--- src/rtl/axi_frame_pkg.sv ---
// Constants shared by the AXI4 frame writer and frame reader: FSM encoding,
// fixed AXI read/write attributes and frame geometry.
package axi_frame_pkg;

    typedef enum logic [1:0] {
        IDLE = 2'd0,
        ADDR = 2'd1,
        DATA = 2'd2,
        NEXT = 2'd3
    } frame_state_e;

    localparam logic [7:0] BURST_LEN   = 8'd63;
    localparam logic [2:0] SIZE_8B     = 3'b011;
    localparam logic [1:0] BURST_INCR  = 2'b01;
    localparam logic [3:0] CACHE_BUF   = 4'b0011;
    localparam logic [2:0] PROT_0      = 3'b000;
    localparam logic [1:0] RESP_OKAY   = 2'b00;

    localparam int unsigned FRAME_BYTES = 153600;
    localparam int unsigned BURST_BYTES = 512;

endpackage

--- src/rtl/axi4_frame_reader.sv ---
// AXI4 read master that fetches one frame from the idle double buffer as a
// sequence of single-outstanding INCR bursts and streams beats to the HDMI FIFO.
module axi4_frame_reader #(
    parameter int unsigned AXI_ADDR_WIDTH = 32,
    parameter int unsigned AXI_DATA_WIDTH = 64,
    parameter int unsigned BURST_BEATS    = 64,
    parameter int unsigned FRAME_BYTES    = 153600,
    parameter logic [AXI_ADDR_WIDTH-1:0] BUF0_BASE = 32'h1000_0000,
    parameter logic [AXI_ADDR_WIDTH-1:0] BUF1_BASE = 32'h1008_0000
) (
    input  logic                        clk_100Mhz,
    input  logic                        rst_n,
    input  logic                        frame_start,
    input  logic                        rd_buf_select,
    input  logic                        space_ok,
    output logic [AXI_ADDR_WIDTH-1:0]   ARADDR,
    output logic                        ARVALID,
    input  logic                        ARREADY,
    output logic [7:0]                  ARLEN,
    output logic [2:0]                  ARSIZE,
    output logic [1:0]                  ARBURST,
    output logic [3:0]                  ARCACHE,
    output logic [2:0]                  ARPROT,
    input  logic [AXI_DATA_WIDTH-1:0]   RDATA,
    input  logic [1:0]                  RRESP,
    input  logic                        RLAST,
    input  logic                        RVALID,
    output logic                        RREADY,
    output logic [AXI_DATA_WIDTH-1:0]   out_data,
    output logic                        out_valid,
    input  logic                        out_ready,
    output logic                        out_eof,
    output logic                        reader_done,
    output logic                        frame_busy,
    output logic                        resp_err,
    output logic [1:0]                  state
);
    import axi_frame_pkg::*;

    localparam int unsigned BEAT_W = $clog2(BURST_BEATS);
    localparam logic [BEAT_W-1:0] LAST_BEAT = BEAT_W'(BURST_BEATS - 1);
    localparam logic [AXI_ADDR_WIDTH-1:0] BURST_SPAN =
        AXI_ADDR_WIDTH'(BURST_BEATS * (AXI_DATA_WIDTH / 8));
    localparam logic [AXI_ADDR_WIDTH-1:0] LAST_OFFSET =
        AXI_ADDR_WIDTH'(FRAME_BYTES) - BURST_SPAN;

    frame_state_e                 state_r;
    frame_state_e                 state_nx_s;
    logic [AXI_ADDR_WIDTH-1:0]    base_r;
    logic [AXI_ADDR_WIDTH-1:0]    offset_r;
    logic [AXI_ADDR_WIDTH-1:0]    araddr_r;
    logic                         arvalid_r;
    logic                         frame_busy_r;
    logic                         restart_pend_r;
    logic                         pend_sel_r;
    logic                         reader_done_r;
    logic                         resp_err_r;
    logic [BEAT_W-1:0]            beat_cnt_r;

    logic                         in_data_s;
    logic                         beat_fire_s;
    logic                         last_beat_s;
    logic                         last_burst_s;
    logic                         ar_fire_s;
    logic                         beat_bad_s;
    logic                         issue_s;
    logic                         restart_s;
    logic                         restart_sel_s;
    logic                         frame_end_s;
    logic                         advance_s;

    assign in_data_s    = (state_r == DATA);
    assign beat_fire_s  = RVALID && RREADY;
    assign last_beat_s  = beat_fire_s && (beat_cnt_r == LAST_BEAT);
    assign last_burst_s = (offset_r == LAST_OFFSET);
    assign ar_fire_s    = arvalid_r && ARREADY;
    // RLAST must coincide exactly with the counted last beat.
    assign beat_bad_s   = (RRESP != RESP_OKAY) || (RLAST != (beat_cnt_r == LAST_BEAT));

    // FSM state register
    always_ff @(posedge clk_100Mhz or negedge rst_n) begin
        if (!rst_n) begin
            state_r <= IDLE;
        end else begin
            state_r <= state_nx_s;
        end
    end

    // Next-state decode and one-cycle control strobes for the datapath
    always_comb begin
        state_nx_s    = state_r;
        issue_s       = 1'b0;
        restart_s     = 1'b0;
        restart_sel_s = rd_buf_select;
        frame_end_s   = 1'b0;
        advance_s     = 1'b0;
        case (state_r)
            IDLE: begin
                if (frame_start) begin
                    restart_s = 1'b1;
                end else if (frame_busy_r && space_ok) begin
                    issue_s    = 1'b1;
                    state_nx_s = ADDR;
                end else begin
                    state_nx_s = IDLE;
                end
            end
            ADDR: begin
                if (ar_fire_s) begin
                    state_nx_s = DATA;
                end else begin
                    state_nx_s = ADDR;
                end
            end
            DATA: begin
                if (last_beat_s) begin
                    state_nx_s = NEXT;
                end else begin
                    state_nx_s = DATA;
                end
            end
            NEXT: begin
                state_nx_s = IDLE;
                // A fresh vsync in this cycle beats both a stale pending restart and completion.
                if (frame_start || restart_pend_r) begin
                    restart_s     = 1'b1;
                    restart_sel_s = frame_start ? rd_buf_select : pend_sel_r;
                end else if (last_burst_s) begin
                    frame_end_s = 1'b1;
                end else begin
                    advance_s = 1'b1;
                end
            end
            default: begin
                state_nx_s = IDLE;
            end
        endcase
    end

    // Frame bookkeeping: buffer base, burst offset, busy flag and deferred restart
    always_ff @(posedge clk_100Mhz or negedge rst_n) begin
        if (!rst_n) begin
            base_r         <= '0;
            offset_r       <= '0;
            frame_busy_r   <= 1'b0;
            restart_pend_r <= 1'b0;
            pend_sel_r     <= 1'b0;
            reader_done_r  <= 1'b0;
        end else begin
            reader_done_r <= frame_end_s;
            if (restart_s) begin
                base_r         <= restart_sel_s ? BUF1_BASE : BUF0_BASE;
                offset_r       <= '0;
                frame_busy_r   <= 1'b1;
                restart_pend_r <= 1'b0;
            end else if (frame_end_s) begin
                frame_busy_r <= 1'b0;
                offset_r     <= '0;
            end else if (advance_s) begin
                offset_r <= offset_r + BURST_SPAN;
            end else if (frame_start && frame_busy_r) begin
                restart_pend_r <= 1'b1;
                pend_sel_r     <= rd_buf_select;
            end else begin
                offset_r <= offset_r;
            end
        end
    end

    // Read-address channel: address captured at issue, held until accepted
    always_ff @(posedge clk_100Mhz or negedge rst_n) begin
        if (!rst_n) begin
            araddr_r  <= '0;
            arvalid_r <= 1'b0;
        end else if (issue_s) begin
            araddr_r  <= base_r + offset_r;
            arvalid_r <= 1'b1;
        end else if (ar_fire_s) begin
            arvalid_r <= 1'b0;
        end else begin
            arvalid_r <= arvalid_r;
        end
    end

    // Read-data channel: beat counter and sticky response/framing error
    always_ff @(posedge clk_100Mhz or negedge rst_n) begin
        if (!rst_n) begin
            beat_cnt_r <= '0;
            resp_err_r <= 1'b0;
        end else if (beat_fire_s) begin
            beat_cnt_r <= beat_cnt_r + 1'b1;
            resp_err_r <= resp_err_r | beat_bad_s;
        end else begin
            beat_cnt_r <= beat_cnt_r;
        end
    end

    assign ARADDR      = araddr_r;
    assign ARVALID     = arvalid_r;
    assign ARLEN       = 8'(BURST_BEATS - 1);
    assign ARSIZE      = SIZE_8B;
    assign ARBURST     = BURST_INCR;
    assign ARCACHE     = CACHE_BUF;
    assign ARPROT      = PROT_0;
    assign RREADY      = in_data_s && out_ready;
    assign out_data    = RDATA;
    assign out_valid   = RVALID && in_data_s;
    assign out_eof     = out_valid && (beat_cnt_r == LAST_BEAT) && last_burst_s;
    assign reader_done = reader_done_r;
    assign frame_busy  = frame_busy_r;
    assign resp_err    = resp_err_r;
    assign state       = state_r;

endmodule

--- config.mk ---
export PLATFORM = sky130hd
export DESIGN_NAME = axi4_frame_reader
export DESIGN_NICKNAME = d
export VERILOG_FILES = /design/src/rtl/axi_frame_pkg.sv /design/src/rtl/axi4_frame_reader.sv
export SDC_FILE = /design/constraint.sdc
export NUM_CORES = 1
export LEC_CHECK = 0
export ABC_AREA = 0
export BUFFER_PORTS_ARGS = -buffer_cell sky130_fd_sc_hd__buf_2
export CORE_ASPECT_RATIO = 1.25
export CORE_MARGIN = 2
export CORE_UTILIZATION = 25
export CTS_BUF_LIST = sky130_fd_sc_hd__clkbuf_8
export DETAILED_ROUTE_END_ITERATION = 10
export PLACE_DENSITY_LB_ADDON = 0.05
export SYNTH_ARGS = -nofsm -noshare
export SYNTH_HDL_FRONTEND = slang
export SYNTH_SLANG_ARGS = --single-unit
export TNS_END_PERCENT = 10
--- constraint.sdc ---
create_clock -name clk_100Mhz -period 2.64 [get_ports clk_100Mhz]
set_input_delay 0.264 -clock clk_100Mhz [delete_from_list [all_inputs] [get_ports clk_100Mhz]]
set_output_delay 0.264 -clock clk_100Mhz [all_outputs]
set_load 0.02 [all_outputs]
## After elaboration in Yosys (flattened, before gate mapping)

Cells that the tools add are included.

| word-level totals | value |
|---|---|
| flip-flop bits (word level) | 110 |
| word-level logic and storage cells | 78 |
| output and inout bits | 125 |
| bits of input ports | 75 |

| cells by class | value |
|---|---|
| bitwise gates (word level) | 4 |
| mux-type cells | 32 |
| reduce and logical (&&, ||, !) cells | 19 |
| add/subtract/negate cells | 3 |
| equality and inequality tests | 9 |

Operators by type and width:

| cell | count |
|---|---|
| $mux W32 | 3 |
| $add A32 B10 Y32 const B | 1 |
| $add A32 B32 Y32 | 1 |
| $eq A32 B18 Y1 const B | 1 |
| $mux W1 | 24 |
| $mux W20 | 1 |
| $logic_and A1 B1 Y1 | 9 |
| $pmux W2 S4 | 1 |
| $reduce_bool A2 Y1 | 4 |
| $add A6 B1 Y6 const B | 1 |
| $eq A6 B6 Y1 const B | 1 |
| $ne A2 B2 Y1 const B | 3 |
| $eq A2 B2 Y1 const B | 2 |
| $mux W2 | 2 |
| $reduce_and A4 Y1 | 1 |
| $not A1 Y1 | 3 |
| $reduce_and A3 Y1 | 1 |
| $reduce_bool A3 Y1 | 1 |
| $eq A2 B1 Y1 const B | 1 |
| $logic_not A2 Y1 | 1 |
| $logic_or A1 B1 Y1 | 2 |
| $pmux W1 S2 | 1 |
| $ne A1 B1 Y1 | 1 |
| $or A1 B1 Y1 | 1 |

## Longest topological paths before layout

Gate-level depths: netlist of the first run.

| logic depth | value |
|---|---|
| depth after elaboration | 7 |
| depth in mapped cells | 8 |
| gate-level depth less buffers | 8 |

## Worst setup path before layout of the first run

No wires, ideal clock.

| path | value |
|---|---|
| path kind | reg-to-output |
| start point | reg offset_r[21] |
| end point | out out_eof |
| path buffers | 1 |
| cell stages (with the launch flop) | 6 |
| setup slack | 0.477 ns |
| data arrival time | 1.899 ns |
| cells stage by stage | dfrtp_1 > buf_6 > or4_4 > nor4_4 > nand2_2 > nor3_1 |

| between the ends | value |
|---|---|
| longest elaborated chain between the ends | 2 |

RTL lines:

| item | line | text |
|---|---|---|
| start, declared | axi4_frame_reader.sv:50 | `logic [AXI_ADDR_WIDTH-1:0] offset_r;` |
| start signal, assigned | axi4_frame_reader.sv:160 | `offset_r <= offset_r + BURST_SPAN;` |
| start signal, assigned | axi4_frame_reader.sv:165 | `offset_r <= offset_r;` |
| $eq A32 B18 Y1 | axi4_frame_reader.sv:75 | `assign last_burst_s = (offset_r == LAST_OFFSET);` |
| $logic_and A1 B1 Y1 | axi4_frame_reader.sv:208 | `assign out_eof = out_valid && (beat_cnt_r == LAST_BEAT) && last_burst_s;` |
| end, declared | axi4_frame_reader.sv:32 | `output logic out_eof,` |

Every way passes these cells.

## Worst setup path in the final report of the first run

Same ends and word-level chain as after synthesis.

==> results of run 1 <==
-- logic make-up after synthesis --
group                      after synthesis  synth area share (%)
DFF                                     62                 40.56
buffers and inverters                  109                 20.61
other                                    2                0.1963
AOI/OAI and AO/OA                       35                 5.725
and+or+nand+nor                        121                 16.65
xor gates and xnor gates                35                 8.014
muxes                                   17                 4.972
adders and majority gates               10                 3.271
-- sequential cells by signal, summed over array words and instances, names as in the netlist, 2 cells and up --
name and count:
beat_cnt_r 6, state 2, ARADDR 23, offset_r 23
base_r 2
-- metrics by stage --
stage | util [%] | cells | worst slack, ns | hold slack, ns | total power, W
floorplan | - | 418 | 0.4767 | -0.03159 | 0.001682
global placement | 24.71 | 549 | 0.5125 | 0.3281 | 0.001778
detailed placement | 24.71 | 549 | 0.4806 | 0.3343 | 0.001781
CTS | 26.27 | 566 | 0.05674 | 0.1100 | 0.002780
global route | 26.28 | 566 | 0.03432 | 0.1074 | 0.002892
finish | 26.28 | 566 | 0.1489 | 0.1341 | 0.002719
-- worst max-delay path, stage by stage (launching register included) --
cell and delay, ns:
dfrtp_2 0.48, or4_4 0.57, nor4_4 0.26, nand2_2 0.15, nor3_1 0.20, buf_2 0.19
-- cell usage in the layout (no fill, tap or decap), types with 10 or more instances in the layout --
master    count
buf_2        42
clkbuf_8     10
conb_1       29
dfrtp_1      61
ha_1         10
mux2_2       16
nand2_1      33
nand3_1      15
nand4_1      11
nor2_1       26
o21ai_0      19
xnor2_1      13
xor2_1       22
-- area by class of cell --
class                           instances  area (um^2)  share of cell area [%]
Inverter                                7        26.28                  0.6688
Sequential cell                        62         1553                   39.52
Multi-Input combinational cell        247         1587                   40.38
Clock inverter                          6        85.08                   2.166
Tap cell                              182        227.7                   5.796
Clock buffer                           10        137.6                   3.503
Timing Repair Buffer                   52        312.8                   7.962
-- path summary, 6_finish.rpt --
check	slack, ns	endpoint	start
setup / recovery	0.15	out_eof	offset_r[21]$_DFFE_PN0P_
hold / removal	0.13	ARVALID$_DFFE_PN0P_	ARREADY
setup reg to reg	0.51	offset_r[24]$_DFFE_PN0P_	state[0]$_DFFE_PN0N_
hold reg to reg	0.48	ARADDR[24]$_DFFE_PN0P_	ARADDR[24]$_DFFE_PN0P_
max in group asynchronous	1.54	offset_r[29]$_DFFE_PN0P_	rst_n
min in group asynchronous	0.45	offset_r[23]$_DFFE_PN0P_	rst_n
-- what timing repair did --
action                                 in CTS  in global routing
setup endpoints to repair                   0                  1
hold buffers                                1                  0
resized for setup                           0                  1
endpoints found under the hold margin      24                  0
-- routing by layer --
metal  vias up  routed length (um)  GRT usage, %
met1      1174                3843         13.81
li1       1176                   -             -
met3        15                 403         3.492
met4         0                 181         5.777
met2        63                4344         18.50
met5         -                   0             0
-- power breakdown --
part | total, W | leakage, nW | internal [W] | switching, W
Sequential | 0.00109 | 0.835 | 0.00103 | 0.0000607
Combinational | 0.000658 | 0.928 | 0.000248 | 0.000410
Clock | 0.000974 | 0.108 | 0.000554 | 0.000421
Total | 0.00272 | 1.87 | 0.00183 | 0.000892
==> results.ini, run 1 <==
[yosys]
synth_common_cells = buf_4 (93), dfrtp_1 (62), nand2_1 (33)
synth_area_um2 = 3825
synth_flop_cell = dfrtp_1
synth-seq-cells = 62
ys_seq_area_share_pct = 40.56
synth.most_common_cell = buf_4
post-synth-top-area-fraction_pct = 40.56
synth_edf_count = 0
ys_types = 43
synth_area_leaders = dfrtp_1 (41%), buf_4 (18%), xor2_1 (5.0%), mux2_2 (4.7%), ha_1 (3.3%)
synth_largest_area_cell = dfrtp_1
synthCells = 391
async_flop_share_pct = 100.0
synth_area_per_cell_um2 = 9.782
ys.warnings.count = 0

[detailed_routing]
vias_per_cell = 4.290
wl_per_cell_um = 15.50
ant_nets = 0
drc_errors = 0
drt-total-wl_mm = 8.772
vias = 2428
drt_iter0_drc = 68
drt_first_pass_iters = 4

[outcome]
outcome = complete, no violations

[timing]
worst_pin_slew_ns = 0.6524
final-hold-violation-count = 0
post-route-min-period_ns = 2.491
slew_viol_final = 0
finalSetupViolCount = 0
rsz0062_at_grt = no
max_freq_mhz = 401.4
setup_tns_ns = 0
finClkSkew_ns = 0.01467
post-route-period-util_pct = 94.36
relSlewSlack_pct = 56.51

[worst_setup_path]
crit_arrival_ns = 2.23
critPathCaptureType = primary output
r2r_cells = 7
crit_type = flop to primary output
crit_required_ns = 2.38
worstSetupStartpointType = flop
cp_max_fo = 10

[hold_path]
worstHoldPathType = input port to flop
hold_depth = 2

[clocking]
cts_setup_buffers = 0
htree_levels = 3
root_buffer = clkbuf_8
clock_sinks = 62
clockBufferDepth = 2
cts_tree = yes
clk_pin_slew_ns = 0.08
clk_latency_ns = 0.37
numCtsBuffers = 9

[global_routing]
antenna_found_initial = 0
grt_pass1_vias = 2438
grt_pass1_wl_mm = 13.92
grtUsageTotal_pct = 11.49
globalRouteOverflowTotal = 0
grt_max_degree = 39

[die]
rows = 50
core_area_um2 = 14950
die_h_um = 142.3
die_area_um2 = 16310
pin_count = 200
initial_core_util_pct = 25.58
fp.dieW_um = 114.6

[placement]
place.port_buffers = 42
gp_congestion = 0.7493
place_area_um2 = 3695
place_hpwl_mm = 6.438

[layout]
postLayoutCellArea_um2 = 3929
antenna_cells = 0
nets = 464
area_growth_pct = 2.715
fillers = 1598
drive_gt1_share_pct = 25.26

[pwr]
power_density_nw_per_um2 = 692.2
peakVddDrop_mv = 0.2274
leakage_nw = 1.871

[job]
maxCapViolations = 0

Note: power is estimated with default switching activity, not from simulation.
==> inputs of run 2 (changes only) <==
- BUFFER_PORTS_ARGS: -buffer_cell sky130_fd_sc_hd__buf_2 -> -buffer_cell sky130_fd_sc_hd__clkbuf_2
==> run 2 against run 1 <==
Fmax grew 1.7%; flip-flop and latch count is the same; utilization grew 0.084 points; via count is essentially flat.
==> results.ini, run 2 (synthesis gave the netlist of run 1 again) <==
[outcome]
outcome = complete, no violations

[clocking]
clockBufferDepth = 2
clock_sinks = 62
clk_latency_ns = 0.36
htree_levels = 3
cts_tree = yes
numCtsBuffers = 9
clk_pin_slew_ns = 0.08
root_buffer = clkbuf_8

[die]
core_area_um2 = 14950
fp.dieW_um = 114.6
pin_count = 200
rows = 50
die_area_um2 = 16310
initial_core_util_pct = 25.58
die_h_um = 142.3

[hold_path]
worstHoldPathType = input port to flop
holdCritStartpoint = ARREADY
hold_depth = 2

[detailed_routing]
wl_per_cell_um = 15.13
vias = 2430
drc_errors = 0
drt-total-wl_mm = 8.607
vias_per_cell = 4.271
drt_first_pass_iters = 4
drt_iter0_drc = 95
ant_nets = 0

[worst_setup_path]
crit_type = flop to primary output
path_cells = or4_4 > nor4_4 > nand2_2 > nor3_2 > clkbuf_2
crit_required_ns = 2.38
critPathCaptureType = primary output
critical_path.slowest_cell = or4_4
crit_arrival_ns = 2.19
cpLargestDelayFamily = simple AND/OR/NAND/NOR gates
worstSetupPathDepth = 5
r2r_cells = 7
crit_buf_inv = 1
worstSetupStartpointType = flop
cp_max_fo = 6
critPathLaunch = offset_r[20]$_DFFE_PN0P_
critPathMaxStageDelay_ns = 0.53
timing.rr.start = state[0]$_DFFE_PN0N_

[layout]
area_growth_pct = 3.042
antenna_cells = 0
nets = 467
drive_gt1_share_pct = 26.36
layout_common_cells = dfrtp_1 (60), clkbuf_2 (42), nand2_1 (33)
final_common_cell = dfrtp_1

[global_routing]
grt_max_degree = 63
grt_pass1_vias = 2480
grtUsageTotal_pct = 11.59
globalRouteOverflowTotal = 0
grt_pass1_wl_mm = 13.87
antenna_found_initial = 0

[placement]
gp_congestion = 0.7450
place_hpwl_mm = 6.122
place.port_buffers = 42

[timing]
slew_viol_final = 0
post-route-period-util_pct = 92.79
worst_pin_slew_ns = 0.5722
final-hold-violation-count = 0
relSlewSlack_pct = 61.85
finalSetupViolCount = 0
rsz0062_at_grt = no
finClkSkew_ns = 0.009783
max_freq_mhz = 408.2
setup_tns_ns = 0
post-route-min-period_ns = 2.450

[pwr]
peakVddDrop_mv = 0.2076
totalPowerFinal_w = 0.002652
leakage_nw = 1.869
power_density_nw_per_um2 = 672.9

[job]
maxCapViolations = 0

[run 2: report_power, final]
part           switching, W  internal [W]
registers         0.0000658       0.00103
logic              0.000400      0.000230
clock network      0.000395      0.000536
[run 2: repair_timing]
item                       CTS  global route
hold buffers                 1             0
buffers inserted             0             3
hold endpoints to repair    62             0
gates resized for setup      0             3
setup endpoints to repair    0             1
[run 2: through the flow]
| stage | utilization, % | setup slack (ns) | cells | instance area, um^2 | hold WS [ns] |
|---|---|---|---|---|---|
| floorplan | - | 0.4767 | 418 | 3926 | -0.03159 |
| global placement | 24.63 | 0.5002 | 549 | 3682 | 0.3249 |
| detailed placement | 24.63 | 0.4643 | 549 | 3682 | 0.3275 |
| CTS | 26.16 | 0.02907 | 566 | 3911 | 0.09397 |
| global route | 26.36 | 0.03874 | 569 | 3941 | 0.1191 |
| finish | 26.36 | 0.1903 | 569 | 3941 | 0.1280 |
[run 2: worst paths after layout]
path / to / slack, ns
max in group asynchronous: ARADDR[30]$_DFFE_PN0P_ / 1.89
worst max register to register: offset_r[24]$_DFFE_PN0P_ / 0.44
worst min-delay path: ARVALID$_DFFE_PN0P_ / 0.13
worst max-delay path: out_eof / 0.19
min in group asynchronous: ARADDR[14]$_DFFE_PN0P_ / 0.46
worst min register to register: beat_cnt_r[5]$_DFFE_PN0N_ / 0.48
[run 2: worst register-to-register path, delay by kind of cell, from the launching register on]
kind                       cells  cell delay (ns)
and+or+nand+nor                3             0.71
DFF                            1             0.44
adders and majority gates      1             0.18
buffers and inverters          1             0.13
AOI/OAI and AO/OA              2             0.66
[run 2: layout make-up]
cell class,instances,area [um^2]
Fill cell,1604,11010
Multi-Input combinational cell,247,1592
Sequential cell,62,1554
Timing Repair Buffer,55,322.8
Tap cell,182,227.7
Clock buffer,13,178.9
Clock inverter,3,40.04
Inverter,7,26.28
[run 2: routing by layer]
metal	vias to the layer above	track usage [%]	part of all wire [%]
li1	1177	-	-
met3	13	4.216	5.6
met5	-	0	0
met4	0	5.584	2.0
met1	1178	13.79	42
met2	62	18.44	51
